[config.mk]
export PLATFORM = sky130hd
export DESIGN_NAME = iir_out_capture
export DESIGN_NICKNAME = d
export VERILOG_FILES = /design/src/rtl/iir_pkg.sv /design/src/rtl/iir_sync_fifo.sv /design/src/rtl/iir_out_capture.sv
export SDC_FILE = /design/constraint.sdc
export NUM_CORES = 1
export LEC_CHECK = 0
export ABC_AREA = 0
export CORE_ASPECT_RATIO = 1.4
export CORE_MARGIN = 3
export CORE_UTILIZATION = 45
export CTS_BUF_LIST = sky130_fd_sc_hd__clkbuf_4 sky130_fd_sc_hd__clkbuf_8 sky130_fd_sc_hd__clkbuf_16
export CTS_CLUSTER_DIAMETER = 60
export DETAILED_ROUTE_END_ITERATION = 7
export PLACE_DENSITY = 0.58
export SLEW_MARGIN = 25
export SYNTH_ARGS = -nofsm -noshare
export SYNTH_HDL_FRONTEND = slang
export SYNTH_HIERARCHICAL = 1
export SYNTH_SLANG_ARGS = --single-unit
export TNS_END_PERCENT = 5
[constraint.sdc]
create_clock -name clk -period 14.1 [get_ports clk]
set_clock_uncertainty 0.15 [all_clocks]
set_input_delay 2.115 -clock clk [delete_from_list [all_inputs] [get_ports clk]]
set_output_delay 2.115 -clock clk [all_outputs]
set_load 0.03 [all_outputs]
[src/rtl/iir_pkg.sv]
// Shared definitions for the IIR output-capture slice: FSM state encoding,
// default sample width and a counter-width helper.
package iir_pkg;

    localparam int unsigned DATA_W_DEF = 24;

    typedef enum logic [2:0] {
        ST_IDLE    = 3'd0,
        ST_SKIP    = 3'd1,
        ST_CAPTURE = 3'd2,
        ST_DRAIN   = 3'd3,
        ST_DONE    = 3'd4
    } state_t;

    // Width in bits needed to hold values 0..n-1, never less than one bit.
    function automatic int unsigned clog2w(input int unsigned n);
        return (n <= 1) ? 1 : $clog2(n);
    endfunction

endpackage

[src/rtl/iir_sync_fifo.sv]
// Synchronous first-word-fall-through FIFO. DEPTH must be a power of two so
// the pointers wrap naturally. data_o reads 0 while the FIFO is empty.
module iir_sync_fifo
    import iir_pkg::*;
#(
    parameter int unsigned DATA_W = DATA_W_DEF,
    parameter int unsigned DEPTH  = 16
) (
    input  logic                     clk_i,
    input  logic                     rst_ni,
    input  logic                     push_i,
    input  logic [DATA_W-1:0]        data_i,
    input  logic                     pop_i,
    output logic [DATA_W-1:0]        data_o,
    output logic [$clog2(DEPTH):0]   level_o,
    output logic                     full_o,
    output logic                     empty_o
);

    localparam int unsigned AW = clog2w(DEPTH);
    localparam int unsigned LW = $clog2(DEPTH) + 1;

    logic [DATA_W-1:0] mem_q [DEPTH];
    logic [AW-1:0]     wr_ptr_q, wr_ptr_d;
    logic [AW-1:0]     rd_ptr_q, rd_ptr_d;
    logic [LW-1:0]     level_q, level_d;
    logic              do_push, do_pop;

    assign empty_o = (level_q == '0);
    assign full_o  = (level_q == LW'(DEPTH));
    assign level_o = level_q;
    assign data_o  = empty_o ? '0 : mem_q[rd_ptr_q];

    // A push at full is accepted only when a pop frees the slot this cycle.
    assign do_pop  = pop_i & ~empty_o;
    assign do_push = push_i & (~full_o | do_pop);

    // Next-state pointers and occupancy.
    always_comb begin
        wr_ptr_d = wr_ptr_q;
        rd_ptr_d = rd_ptr_q;
        if (do_push) wr_ptr_d = wr_ptr_q + 1'b1;
        if (do_pop)  rd_ptr_d = rd_ptr_q + 1'b1;
        level_d = level_q + LW'(do_push) - LW'(do_pop);
    end

    // Pointer and level registers with synchronous reset.
    always_ff @(posedge clk_i) begin
        if (!rst_ni) begin
            wr_ptr_q <= '0;
            rd_ptr_q <= '0;
            level_q  <= '0;
        end else begin
            wr_ptr_q <= wr_ptr_d;
            rd_ptr_q <= rd_ptr_d;
            level_q  <= level_d;
        end
    end

    // Storage array; contents are don't-care until written.
    always_ff @(posedge clk_i) begin
        if (do_push) mem_q[wr_ptr_q] <= data_i;
    end

endmodule

[src/rtl/iir_out_capture.sv]
// Frame capture stage behind the IIR filter: drops SKIP leading valid samples,
// buffers FRAME_LEN samples in a FWFT FIFO for a ready/valid consumer, pulses
// frame_done at the end and flags dropped samples in a sticky overflow bit.
// Optional macro IIR_CAPTURE_PEAK_EN adds peak_abs (max |sample| pushed).
module iir_out_capture
    import iir_pkg::*;
#(
    parameter int unsigned DATA_W    = DATA_W_DEF,
    parameter int unsigned DEPTH     = 16,
    parameter int unsigned SKIP      = 61,
    parameter int unsigned FRAME_LEN = 2048
) (
    input  logic                   clk,
    input  logic                   rst_n,
    input  logic                   start,
    input  logic                   in_valid,
    input  logic [DATA_W-1:0]      in_data,
    output logic                   out_valid,
    input  logic                   out_ready,
    output logic [DATA_W-1:0]      out_data,
    output logic [$clog2(DEPTH):0] level,
    output logic                   busy,
    output logic                   frame_done,
    output logic                   overflow
`ifdef IIR_CAPTURE_PEAK_EN
    ,
    output logic [DATA_W-1:0]      peak_abs
`endif
);

    localparam int unsigned SKW = clog2w(SKIP + 1);
    localparam int unsigned CPW = clog2w(FRAME_LEN + 1);
    localparam logic [SKW-1:0] SKIP_LAST = SKW'((SKIP > 0) ? SKIP - 1 : 0);
    localparam logic [CPW-1:0] CAP_LAST  = CPW'(FRAME_LEN - 1);

    state_t         state_q, state_d;
    logic [SKW-1:0] skip_cnt_q, skip_cnt_d;
    logic [CPW-1:0] cap_cnt_q, cap_cnt_d;
    logic           ovf_q, ovf_d;

    logic push, pop, fifo_full, fifo_empty;

    assign out_valid  = ~fifo_empty;
    assign pop        = out_valid & out_ready;
    assign push       = (state_q == ST_CAPTURE) & in_valid & (~fifo_full | pop);
    assign busy       = (state_q != ST_IDLE);
    assign frame_done = (state_q == ST_DONE);
    assign overflow   = ovf_q;

    iir_sync_fifo #(
        .DATA_W (DATA_W),
        .DEPTH  (DEPTH)
    ) u_fifo (
        .clk_i   (clk),
        .rst_ni  (rst_n),
        .push_i  (push),
        .data_i  (in_data),
        .pop_i   (pop),
        .data_o  (out_data),
        .level_o (level),
        .full_o  (fifo_full),
        .empty_o (fifo_empty)
    );

    // Frame sequencing: skip, capture, drain, then a one-cycle done state.
    always_comb begin
        state_d    = state_q;
        skip_cnt_d = skip_cnt_q;
        cap_cnt_d  = cap_cnt_q;
        ovf_d      = ovf_q;
        unique case (state_q)
            ST_IDLE: begin
                if (start) begin
                    skip_cnt_d = '0;
                    cap_cnt_d  = '0;
                    ovf_d      = 1'b0;
                    state_d    = (SKIP > 0) ? ST_SKIP : ST_CAPTURE;
                end
            end
            ST_SKIP: begin
                if (in_valid) begin
                    skip_cnt_d = skip_cnt_q + 1'b1;
                    if (skip_cnt_q == SKIP_LAST) state_d = ST_CAPTURE;
                end
            end
            ST_CAPTURE: begin
                if (in_valid) begin
                    cap_cnt_d = cap_cnt_q + 1'b1;
                    if (!push) ovf_d = 1'b1;
                    if (cap_cnt_q == CAP_LAST) state_d = ST_DRAIN;
                end
            end
            ST_DRAIN: begin
                if (fifo_empty) state_d = ST_DONE;
            end
            ST_DONE: state_d = ST_IDLE;
            default: state_d = ST_IDLE;
        endcase
    end

    // State, counter and overflow registers.
    always_ff @(posedge clk) begin
        if (!rst_n) begin
            state_q    <= ST_IDLE;
            skip_cnt_q <= '0;
            cap_cnt_q  <= '0;
            ovf_q      <= 1'b0;
        end else begin
            state_q    <= state_d;
            skip_cnt_q <= skip_cnt_d;
            cap_cnt_q  <= cap_cnt_d;
            ovf_q      <= ovf_d;
        end
    end

`ifdef IIR_CAPTURE_PEAK_EN
    localparam logic [DATA_W-1:0] MOST_NEG = {1'b1, {(DATA_W-1){1'b0}}};
    localparam logic [DATA_W-1:0] MOST_POS = {1'b0, {(DATA_W-1){1'b1}}};

    logic [DATA_W-1:0] abs_in;
    logic [DATA_W-1:0] peak_q, peak_d;

    assign peak_abs = peak_q;

    // Magnitude of the incoming sample; the most negative code saturates.
    always_comb begin
        if (!in_data[DATA_W-1])      abs_in = in_data;
        else if (in_data == MOST_NEG) abs_in = MOST_POS;
        else                          abs_in = ~in_data + 1'b1;
    end

    // Running peak over pushed samples, cleared when a frame starts.
    always_comb begin
        peak_d = peak_q;
        if ((state_q == ST_IDLE) && start)  peak_d = '0;
        else if (push && (abs_in > peak_q)) peak_d = abs_in;
    end

    // Peak register.
    always_ff @(posedge clk) begin
        if (!rst_n) peak_q <= '0;
        else        peak_q <= peak_d;
    end
`endif

endmodule

==> results of run 1 <==
## routing by layer
layer	share of wire, %	vias to the layer above	GRT usage [%]	routed length, um
li1	-	3568	-	-
met1	40	4344	22.8	14100
met2	53	208	33.1	18900
met3	5.1	45	3.45	1810
met4	1.6	0	4.40	576
met5	0	-	0	0
## cell usage after synthesis, drive strengths merged, types with 3 or more instances
library cell and instances:
a21oi 8, and3 3, nor2b 4, xnor2 16, nand3 14, inv 16
nor4 3, a21boi 4, nor3 32, nand4 3, nor2 33, nand2b 5
nor3b 4, o21ai 11, buf 28, a221o 24, or3 6, clkbuf 15
ha 14, edfxtp 384, mux4 96, dfxtp 39, and2 11, nand2 16
mux2i 25
## critical path, stage by stage (launching register included)
cell and delay (ns):
dfxtp_4 0.84, buf_6 0.61, mux4_2 0.59, mux2_2 0.27, a221o_1 0.34, clkdlybuf4s50_1 0.64
## power breakdown
part	internal [mW]	leakage, nW	switching [mW]	total, mW
clock	0.588	0.612	0.430	1.02
sequential	1.38	3.77	0.0434	1.42
combinational	0.298	1.50	0.330	0.628
## worst max path at each step
stage	startpoint	end	slack [ns]	cells past startpoint
finish	flop	out_data[22]	7.95	5
global route	flop	out_data[22]	7.70	5
CTS	flop	out_data[22]	7.56	5
detailed placement	flop	out_data[22]	8.14	5
global placement	flop	out_data[22]	8.20	5
floorplan	out_ready	u_fifo/mem_q[0][0]$_DFFE_PP_	8.73	6
## registers in the layout, indices dropped and copies added (netlist names), named ones only
signal,count
u_fifo/rd_ptr_q,4
u_fifo/level_o,5
u_fifo/mem_q,384
state_q,3
skip_cnt_q,6
cap_cnt_q,12
u_fifo/wr_ptr_q,4
overflow,1
## final cells by class
cell class                 instances  area [um^2]  area share (%)
timing repair buffer              82          776            4.08
clock inverter                    16          121           0.639
sequential                       423        12300            64.9
tap                              462          578            3.04
clock buffer                      51         1110            5.83
inverter                          17         63.8           0.336
multi-input combinational        354         4030            21.2
## cells by family (layout without fill, tap and decap cells)
kind of cell / count (synthesis) / count (layout) / share of synthesized area (%)
simple gates: 144 / 144 / 4.58
fa+ha+maj: 15 / 15 / 1.17
buf+inv: 61 / 166 / 2.14
flops: 423 / 423 / 74.0
compound gates: 55 / 55 / 2.62
xor+xnor: 18 / 18 / 0.947
mux: 122 / 122 / 14.6
==> flow_metrics.tcl, run 1 <==
set metrics [dict create \
    cts.sinks 423 \
    finalInstanceArea_mm2 0.0190 \
    whs_path_depth 2 \
    crit_fanout 56 \
    min-delay-start "overflow$_SDFFE_PN0P_" \
    mostFrequentLayoutCell "edfxtp_1" \
    n_antenna_cell 0 \
    rows 82 \
    syn_avg_cell_area_um2 19.9 \
    yosysTopAreaCellShare_pct 69.3 \
    cts_root_buf "clkbuf_16" \
    antenna_found_initial 0 \
    postLayoutCoreUtil_pct 52.6 \
    grt_remaining_overflow 0 \
    hold_path.class "reg -> reg" \
    endpoint_kind "primary output" \
    async_reset_ff_share_pct 0 \
    final_cell_mix "384 x edfxtp_1, 96 x mux4_2, 61 x clkdlybuf4s50_1" \
    synth_cells 838 \
    cts_tree "built" \
    grt_pass1_vias 8715 \
    r2r_cells 17 \
    fmax_mhz 163 \
    drt-initial-drc-count 550 \
    drv_slew 0 \
    yosysSeqAreaShare_pct 74.0 \
    start_util_pct 46.1 \
    grt_pass1_wl_um 53400 \
    power.density_mw_per_mm2 161 \
    whs_ns 0.336 \
    synth_cell_types 54 \
    maxSlewHeadroom_pct 42.6 \
    drive_above_1_share_pct 22.0 \
    die_h_um 234 \
    crit_type "reg -> out" \
    portBuffers 61 \
    totalWireLength_um 35400 \
    irDropWorstVdd_v 0.000164 \
    die_w_um 169 \
    grt_max_degree 57 \
    p_leak_nw 5.88 \
    ant_nets 0 \
    placed_cells_incl_taps 1338 \
    r2r-start "u_fifo/level_o[2]$_SDFF_PN0_" \
    fin_setup_tns_ns 0 \
    coreArea_mm2 0.0361 \
    setup_viol 0 \
    synth_warnings 6 \
    num_vias 8165 \
    synth.largest_area_cell "edfxtp_1" \
    r2r_end "u_fifo/level_o[4]$_SDFF_PN0_" \
    worst_pin_slew_ns 0.861 \
    track_usage_pct 18.3 \
    synthesis.area_mm2 0.0166 \
    rsz0062_at_grt "no" \
    postCtsHoldBufs 0 \
    crit_path_start_kind "flop" \
    hold_viol_final 0 \
    routedWlPerCell_um 25.2 \
    die_area_mm2 0.0394 \
    hold_end "overflow$_SDFFE_PN0P_" \
    arrival_ns 3.89 \
    clkTransAtPathRegs_ns 0.06 \
    fill_cells 2844 \
    clk_latency_ns 0.53 \
    postCtsResizedCells 0 \
    outcome "completed" \
    cts_max_level 2 \
    setup_ws_ns 7.95 \
    dp_hpwl_um 18900 \
    p_total_mw 3.07 \
    drc 0 \
    area_growth_pct 14.2 \
    synth-edff-count 384 \
    instances_no_fill 1405 \
    cts.path.max_buffers 3 \
    ios 62 \
    cts_made_buffers 41 \
    place_area_mm2 0.0178 \
    synth-seq-cells 423 \
    syn-num-nets 882 \
    fin_crit_sh_pct 43.6 \
    required_ns 11.84 \
    nets 963 \
    synth_ff_type "edfxtp_1" \
    via_per_inst 5.81 \
    period_minus_slack_ns 6.15 \
    place_ws_ns 8.14 \
    gp_routability_congestion 0.776 \
    firstDrtPassIters 4 \
    maxCapViolations 0 \
    synthTopCellsByArea "edfxtp_1 69%, mux4_2 13%, dfxtp_1 4.7%" \
    r2r_slack_ns 9.68 \
    cts_setup_buffers 0 \
]
(Power assumes the default switching activity.)
==> run 2, diff against run 1 <==
- clock period: 14.1 -> 5.8 ns (I/O delays scaled with it)
==> flow_metrics.tcl, run 2 (synthesized netlist as in run 1, its figures left out) <==
set metrics [dict create \
    rows 82 \
    cts_made_buffers 41 \
    endpoint_kind "primary output" \
    grt_pass1_wl_um 54500 \
    postCtsHoldBufs 0 \
    setup_viol 0 \
    irDropWorstVdd_v 0.000361 \
    start_util_pct 46.1 \
    grt_max_degree 39 \
    antenna_found_initial 0 \
    grt_pass1_vias 8961 \
    num_vias 8306 \
    p_total_mw 7.61 \
    maxSlewHeadroom_pct 33.2 \
    mostFrequentLayoutCell "edfxtp_1" \
    rsz0062_at_grt "no" \
    cts_setup_buffers 0 \
    cts_max_level 2 \
    period_minus_slack_ns 4.64 \
    final_cell_mix "384 x edfxtp_1, 96 x mux4_2, 61 x clkdlybuf4s50_1" \
    hold_path.class "reg -> reg" \
    via_per_inst 5.86 \
    top_regs "u_fifo/mem_q x384, cap_cnt_q x12, skip_cnt_q x6" \
    ant_nets 0 \
    fin_crit_sh_pct 79.9 \
    crit_path_start_kind "flop" \
    top_register "u_fifo/mem_q" \
    largest_reg_flops 384 \
    fill_cells 2815 \
    outcome "completed" \
    die_area_mm2 0.0394 \
    drive_above_1_share_pct 22.6 \
    area_growth_pct 15.2 \
    ios 62 \
    grt_remaining_overflow 0 \
    fin_setup_tns_ns 0 \
    power.density_mw_per_mm2 397 \
    track_usage_pct 18.5 \
    cts_root_buf "clkbuf_16" \
    die_w_um 169 \
    drt-initial-drc-count 690 \
    nets 968 \
    coreArea_mm2 0.0361 \
    crit_type "reg -> out" \
    drc 0 \
    clk_latency_ns 0.53 \
    cts.sinks 423 \
    regArea_mm2 0.0123 \
    cts_tree "built" \
    fmax_mhz 216 \
    n_antenna_cell 0 \
    clkTransAtPathRegs_ns 0.06 \
    worst_pin_slew_ns 1.00 \
    p_leak_nw 5.96 \
    routedWlPerCell_um 25.4 \
    postCtsResizedCells 0 \
    firstDrtPassIters 8 \
    drv_slew 0 \
    required_ns 4.78 \
    portBuffers 61 \
    multi_input_area_mm2 0.00403 \
    arrival_ns 3.62 \
    hold_viol_final 0 \
    gp_routability_congestion 0.804 \
    maxCapViolations 0 \
    dp_hpwl_um 20300 \
    crit_fanout 14 \
    whs_ns 0.343 \
    totalWireLength_um 36000 \
    die_h_um 234 \
    cts.path.max_buffers 3 \
]
-- run 2: worst max-delay path, stage by stage, from the launching register on --
cell and delay (ns):
dfxtp_1 0.39, inv_1 0.09, ha_1 0.19, or4b_4 0.25, nand2_1 0.07, nor2_2 0.71, buf_4 0.42, a221o_1 0.25
clkdlybuf4s50_1 0.71
-- run 2: final timing paths --
path | startpoint | endpoint | slack, ns | cells after the start
max | u_fifo/level_o[3]$_SDFF_PN0_ | out_data[21] | 1.16 | 8
min | overflow$_SDFFE_PN0P_ | overflow$_SDFFE_PN0P_ | 0.34 | 2
max reg2reg | u_fifo/level_o[3]$_SDFF_PN0_ | u_fifo/level_o[4]$_SDFF_PN0_ | 1.62 | 17
min reg2reg | overflow$_SDFFE_PN0P_ | overflow$_SDFFE_PN0P_ | 0.34 | 2
-- run 2: through the flow --
step           instances  setup WS, ns  cell area, um^2  util (%)
2_1_floorplan        838          1.10            16600         -
3_3_place_gp        1343          1.37            17800      49.4
3_5_place_dp        1343          1.29            17800      49.4
4_1_cts             1417          1.04            19200      53.1
5_1_grt             1417         0.952            19200      53.1
6_report            1417          1.16            19200      53.1
-- run 2: routing by layer --
| layer | GRT usage (%) | up-vias | share of wire, % | wire length (um) |
|---|---|---|---|---|
| li1 | - | 3594 | - | - |
| met1 | 23.1 | 4400 | 40 | 14400 |
| met2 | 32.5 | 234 | 52 | 18600 |
| met3 | 3.10 | 78 | 4.7 | 1710 |
| met4 | 6.91 | 0 | 3.5 | 1240 |
| met5 | 0 | - | 0 | 0 |
-- run 2: final cells by class --
cell class                 count  share of cell area, %
timing repair buffer          87                   4.46
inverter                      17                  0.333
clock buffer                  51                   5.93
clock inverter                23                  0.979
tap                          462                   3.01
multi-input combinational    354                   21.0
sequential                   423                   64.3
-- run 2: report_power, final --
part	total (mW)	internal [mW]	switching (mW)	leakage [nW]
combinational	1.56	0.738	0.819	1.54
clock	2.60	1.52	1.08	0.651
sequential	3.45	3.35	0.103	3.77
==> run 3, diff against run 2 <==
- PLACE_DENSITY: 0.58 -> 0.6
- clock period: 5.8 -> 3.75 ns (I/O delays scaled with it)
==> flow_metrics.tcl, run 3 (synthesized netlist as in run 1, its figures left out) <==
set metrics [dict create \
    cts.sinks 423 \
    dp_hpwl_um 19700 \
    cp_slowest_cell "or4b_4" \
    drt-initial-drc-count 598 \
    die_w_um 169 \
    maxSlewHeadroom_pct 54.4 \
    cpPeakStageDelay_ns 0.49 \
    instances_no_fill 1429 \
    top_regs "u_fifo/mem_q x384, cap_cnt_q x12, skip_cnt_q x6" \
    die_h_um 234 \
    arrival_ns 2.85 \
    hold_viol_final 0 \
    n_antenna_cell 0 \
    fill_cells 2830 \
    outcome "completed" \
    required_ns 3.04 \
    cts.path.max_buffers 3 \
    ios 62 \
    postCtsHoldBufs 0 \
    whs_ns 0.334 \
    gp_routability_congestion 0.748 \
    final_cell_mix "384 x edfxtp_1, 96 x mux4_2, 43 x clkbuf_16" \
    cp.depth 7 \
    crit_fanout 24 \
    drv_slew 0 \
    coreArea_mm2 0.0361 \
    rows 82 \
    timing.critical_path.buf_inv 3 \
    cts_root_buf "clkbuf_16" \
    cts_max_level 2 \
    area_growth_pct 17.7 \
    clkTransAtPathRegs_ns 0.06 \
    maxCapViolations 0 \
    worst_pin_slew_ns 0.684 \
    grt_pass1_wl_um 52900 \
    grt_pass1_vias 8777 \
    largest_reg_flops 384 \
    die_area_mm2 0.0394 \
    mostFrequentLayoutCell "edfxtp_1" \
    drc 0 \
    top_register "u_fifo/mem_q" \
    portBuffers 61 \
    start_util_pct 46.1 \
    power.density_mw_per_mm2 609 \
    grt_remaining_overflow 0 \
    via_per_inst 5.69 \
    ant_nets 0 \
    finalInstanceArea_mm2 0.0196 \
    cts_tree "built" \
    firstDrtPassIters 5 \
    antenna_found_initial 0 \
    fin_crit_sh_pct 94.9 \
    crit_type "reg -> out" \
    crit_path_start_kind "flop" \
    placed_cells_incl_taps 1357 \
    fmax_mhz 281 \
    clk_latency_ns 0.54 \
    cpLargestDelayFamily "simple AND/OR/NAND/NOR gates" \
    p_leak_nw 6.14 \
    fin_setup_tns_ns 0 \
    endpoint_kind "primary output" \
    totalWireLength_um 34500 \
    cts_made_buffers 42 \
    hold_path.class "reg -> reg" \
    crit_path_cell_trace "inv_1, ha_1, or4b_4, buf_4, and3_4, a221o_1, dlygate4sd2_1" \
    r2r_cells 17 \
    place_area_mm2 0.0183 \
    track_usage_pct 17.8 \
    irDropWorstVdd_v 0.000647 \
    setup_viol 0 \
    drive_above_1_share_pct 26.8 \
    rsz0062_at_grt "no" \
    num_vias 8132 \
    whs_path_depth 2 \
    grt_max_degree 49 \
    period_minus_slack_ns 3.56 \
    nets 984 \
    routedWlPerCell_um 24.1 \
]
run 3: final timing paths:
path,start,endpoint,slack [ns]
hold / removal,overflow$_SDFFE_PN0P_,overflow$_SDFFE_PN0P_,0.33
setup / recovery,u_fifo/level_o[2]$_SDFF_PN0_,out_data[15],0.19
setup reg to reg,u_fifo/level_o[2]$_SDFF_PN0_,u_fifo/level_o[4]$_SDFF_PN0_,0.28
hold reg to reg,overflow$_SDFFE_PN0P_,overflow$_SDFFE_PN0P_,0.33
run 3: layout make-up:
cell class	instances	area [um^2]	share of cell area, %
clock buffers	55	1170	5.98
flip-flops and latches	423	12300	62.9
multi-input cells	354	4130	21.1
clock inverters	16	111	0.568
inverters	17	65.1	0.332
repair buffers	102	1200	6.12
well taps	462	578	2.95
run 3: routing by layer:
metal  share of wire, %  GRT usage [%]
met1                 40           22.9
met2                 53           31.5
met4                2.4           5.35
met3                4.3           2.69
met5                  0              0
run 3: timing repair:
| action | in CTS | in global routing |
|---|---|---|
| endpoints found under the hold margin | 0 | 0 |
| gates resized for setup | 13 | 1 |
| buffers inserted | 0 | 1 |
| endpoints found under the setup margin | 18 | 11 |
| pin swaps | 1 | 0 |
run 3: stage by stage:
stage / utilization, % / setup WS, ns / power (mW)
final: 54.2 / 0.192 / 11.9
after global routing: 54.2 / 0.0450 / 12.4
after CTS: 54.2 / 0.0111 / 12.1
after detailed placement: 50.6 / 0.183 / 8.17
after global placement: 50.5 / 0.219 / 8.16
after floorplan: - / 0.0215 / 7.09
run 3: worst min-delay path, cell delays in order (launching register included):
cell	delay [ns]
dfxtp_1	0.33
a21oi_1	0.04
nor2_1	0.07
run 3: where the power goes:
group / total (mW) / switching, mW / internal (mW) / leakage (nW)
Sequential: 5.28 / 0.0920 / 5.19 / 3.77
Clock: 3.91 / 1.69 / 2.21 / 0.645
Combinational: 2.75 / 1.40 / 1.35 / 1.72
